$ cat src/rtl/bytes8_word32.sv
// Byte-to-word packer: gathers four consecutive valid bytes on clk_4f into one 32-bit word.
// Optional macro BYTES8_WORD32_PARTIAL_ERR_EN adds a partial_err pulse on aborted words.
module bytes8_word32 #(
    parameter bit LSB_FIRST = 1'b0
) (
    input  logic        clk_4f,
    input  logic        reset,
    input  logic        valid_in,
    input  logic [7:0]  Data_in,
    output logic        valid_out,
    output logic [31:0] Data_out
`ifdef BYTES8_WORD32_PARTIAL_ERR_EN
    ,
    output logic        partial_err
`endif
);

    typedef enum logic {IDLE, COLLECT} state_t;

    state_t      state_q, state_d;
    logic [1:0]  cnt_q, cnt_d;
    logic [23:0] sh_q, sh_d;      // bytes 0..2, oldest in the top byte
    logic [31:0] data_q, data_d;
    logic        vld_q, vld_d;
    logic [31:0] word_asm;

    assign word_asm = LSB_FIRST ? {Data_in, sh_q[7:0], sh_q[15:8], sh_q[23:16]}
                                : {sh_q, Data_in};

    always_comb begin
        state_d = state_q;
        cnt_d   = cnt_q;
        sh_d    = sh_q;
        data_d  = data_q;
        vld_d   = 1'b0;
        case (state_q)
            IDLE: begin
                if (valid_in) begin
                    sh_d    = {16'h0, Data_in};
                    cnt_d   = 2'd1;
                    state_d = COLLECT;
                end
            end
            COLLECT: begin
                if (valid_in) begin
                    if (cnt_q == 2'd3) begin
                        data_d  = word_asm;
                        vld_d   = 1'b1;
                        cnt_d   = 2'd0;
                        sh_d    = 24'h0;
                        state_d = IDLE;
                    end else begin
                        sh_d  = {sh_q[15:0], Data_in};
                        cnt_d = cnt_q + 2'd1;
                    end
                end else begin
                    // gap inside a word: drop what was collected
                    cnt_d   = 2'd0;
                    sh_d    = 24'h0;
                    state_d = IDLE;
                end
            end
            default: begin
                cnt_d   = 2'd0;
                sh_d    = 24'h0;
                state_d = IDLE;
            end
        endcase
    end

    always_ff @(posedge clk_4f) begin
        if (reset) begin
            state_q <= IDLE;
            cnt_q   <= 2'd0;
            sh_q    <= 24'h0;
            data_q  <= 32'h0;
            vld_q   <= 1'b0;
        end else begin
            state_q <= state_d;
            cnt_q   <= cnt_d;
            sh_q    <= sh_d;
            data_q  <= data_d;
            vld_q   <= vld_d;
        end
    end

    assign valid_out = vld_q;
    assign Data_out  = data_q;

`ifdef BYTES8_WORD32_PARTIAL_ERR_EN
    logic perr_q, perr_d;

    assign perr_d = (state_q == COLLECT) && !valid_in;

    always_ff @(posedge clk_4f) begin
        if (reset) perr_q <= 1'b0;
        else       perr_q <= perr_d;
    end

    assign partial_err = perr_q;
`endif

endmodule

$ cat config.mk
export PLATFORM = sky130hd
export DESIGN_NAME = bytes8_word32
export DESIGN_NICKNAME = d
export VERILOG_FILES = /design/src/rtl/bytes8_word32.sv
export SDC_FILE = /design/constraint.sdc
export NUM_CORES = 1
export LEC_CHECK = 0
export ABC_AREA = 1
export CORE_MARGIN = 8
export CORE_UTILIZATION = 30
export CTS_CLUSTER_DIAMETER = 50
export DETAILED_ROUTE_END_ITERATION = 16
export SYNTH_ARGS = -nofsm -noshare
export SYNTH_HDL_FRONTEND = slang
export SYNTH_SLANG_ARGS = --single-unit
$ cat constraint.sdc
create_clock -name clk_4f -period 3.9 [get_ports clk_4f]
set_clock_uncertainty 0.05 [all_clocks]
set_input_delay 0.975 -clock clk_4f [delete_from_list [all_inputs] [get_ports clk_4f]]
set_output_delay 0.975 -clock clk_4f [all_outputs]
set_load 0.02 [all_outputs]
==> results.py <==
metrics = {
    "synthesis": {
        "ys_ff_latch": 60,
        "syn_inst": 324,
        "mappedNetlistArea_mm2": 0.002305,
        "yosysSeqAreaShare_pct": 52.12,
        "avgSynthCellArea_um2": 7.113,
        "synth-async-reset-ratio_pct": 0,
        "synthFlopType": "dfxtp_1",
        "yosysWarnings": 0,
        "synth_cell_types": 14,
        "syn-num-nets": 336,
        "synth_edf_count": 0,
    },
    "finish": {
        "stdcell_count": 471,
        "drive_above_1_share_pct": 5.420,
        "num-fill-cells": 819,
        "n_antenna_cell": 0,
        "final_util_pct": 39.30,
        "final_common_cell": "nand2_1",
        "nets": 377,
        "layout_common_cells": "82 x nand2_1, 66 x nor2_1, 60 x dfxtp_1, 43 x clkdlybuf4s50_1, 41 x inv_1",
        "area_growth_pct": 29.04,
    },
    "placement": {
        "post-dp-hpwl_um": 3498,
        "dpl.cell_count": 456,
        "port_buffers": 43,
        "gp_congestion": 0.7397,
    },
    "clocking": {
        "cts_tree": "built",
        "cts_root_buf": "clkbuf_8",
        "clkLatencyLatePin_ns": 0.33,
        "htreeDepth": 3,
        "cts-resized-gates": 0,
        "cts-buffers-inserted": 9,
        "holdBufCountCts": 0,
        "post_cts_buffers": 0,
        "clkTransAtPathRegs_ns": 0.06,
        "cts_buffer_depth": 2,
        "cts_num_sinks": 60,
    },
    "grt": {
        "grt_max_degree": 32,
        "grt_pass1_wl_um": 8976,
        "overflow": 0,
        "grt_pass1_vias": 1912,
        "antenna_found_initial": 0,
        "grt.total_usage_pct": 10.04,
    },
    "drt": {
        "wl_per_cell_um": 10.83,
        "dr.pass1.iters": 4,
        "vias": 2009,
        "antenna_left": 0,
        "post-route-drc-count": 0,
        "drt_iter0_drc": 83,
        "detail_route.vias_per_cell": 4.265,
        "drt-total-wl_um": 5103,
    },
    "die": {
        "num_io_pins": 44,
        "core_area_mm2": 0.007567,
        "dieArea_mm2": 0.01074,
        "rows": 32,
        "die_w_um": 103.7,
        "die_h_um": 103.7,
        "start_util_pct": 30.46,
    },
    "timing": {
        "tns_ns": 0,
        "hold_violations": 0,
        "slew_violations": 0,
        "max_freq_mhz": 401.0,
        "period_share_pct": 63.94,
        "holdWs_ns": 0.4123,
        "finalSetupViolCount": 0,
        "layout_min_cycle_time_ns": 2.494,
        "slew_headroom_pct": 62.58,
        "grt_setup_unrepaired": "false",
        "tightest_slew_ns": 0.5606,
    },
    "flow_run": {
        "cap_violations": 0,
    },
    "setup_path": {
        "end_kind": "flip-flop",
        "cp.arrival_ns": 2.66,
        "path_max_fanout": 31,
        "crit_required_ns": 4.07,
        "start_kind": "input port",
        "crit_type": "input port to flip-flop",
    },
    "power": {
        "p_leak_nw": 1.396,
        "peakVddDrop_mv": 0.1999,
        "p_per_area_mw_per_mm2": 387.5,
    },
    "min_path": {
        "hold_path.class": "flip-flop to flip-flop",
    },
    "status": {
        "status": "complete, no violations",
    },
}
-- registers in the layout (all words and copies together) (netlist names) --
signal     flops
valid_out      1
sh_q          24
state_q        1
Data_out      32
cnt_q          2
-- path summary, 6_finish.rpt --
check | cells after the start | to | slack (ns) | from
worst max-delay path | 5 | Data_out[16] | 1.41 | valid_in
worst min-delay path | 1 | cnt_q[0] | 0.41 | cnt_q[0]
worst max register to register | 5 | Data_out[16] | 2.09 | cnt_q[0]
worst min register to register | 1 | cnt_q[0] | 0.41 | cnt_q[0]
-- worst max-delay path, stage by stage --
cell             delay, ns
clkdlybuf4s50_1       0.58
nand3_2               0.48
buf_4                 0.42
nor2_1                0.13
nor2_1                0.06
-- cell type report --
class,instances,area (um^2),share of cell area (%)
multi-input combinational,204,850.8,28.61
timing repair buffer,48,467.9,15.73
clock inverter,2,10.01,0.3366
sequential,60,1201,40.39
clock buffer,13,158.9,5.343
inverter,42,157.7,5.301
tap,102,127.6,4.291
-- cell families after synthesis --
kind of cell / Yosys count / share of synthesized area [%]
AND/OR/NAND/NOR: 176 / 30.29
buffers and inverters: 60 / 11.18
flip-flops: 60 / 52.12
AO/OA/AOI/OAI: 27 / 5.863
adder cells (fa/ha/maj): 1 / 0.5428
-- synthesized netlist by cell type, types with 2 or more instances --
| cell | number | share of area, % |
|---|---|---|
| o21ai_0 | 25 | 5.4 |
| buf_6 | 2 | 0.98 |
| buf_4 | 2 | 0.65 |
| buf_1 | 2 | 0.33 |
| nand2_1 | 82 | 13 |
| nand3_1 | 27 | 5.9 |
| dfxtp_1 | 60 | 52 |
| a21oi_1 | 2 | 0.43 |
| buf_2 | 8 | 1.7 |
| inv_1 | 42 | 6.8 |
| nor2_1 | 66 | 11 |
| clkbuf_1 | 4 | 0.65 |
-- routing by layer --
metal | global-route usage, % | part of all wire [%] | up-vias
met5 | 0 | 0 | -
met2 | 16.09 | 45 | 37
li1 | - | - | 1060
met1 | 11.57 | 49 | 907
met4 | 2.792 | 0.86 | 0
met3 | 4.957 | 5.1 | 5
-- through the flow --
stage / setup WS [ns] / total power, W / cell area, um^2
after floorplan: 2.164 / 0.0006647 / 2305
after global placement: 1.088 / 0.0006852 / 2805
after detailed placement: 1.058 / 0.0006858 / 2805
after CTS: 1.403 / 0.001172 / 2974
after global routing: 1.190 / 0.001203 / 2974
final: 1.406 / 0.001152 / 2974
-- report_power, final --
group	leakage [nW]	switching, W	total, W	internal (W)
sequential	0.485	0.00000640	0.000627	0.000621
clock	0.0893	0.000221	0.000481	0.000260
combinational	0.822	0.0000280	0.0000450	0.0000170
Note: power is estimated with default switching activity, not from simulation.
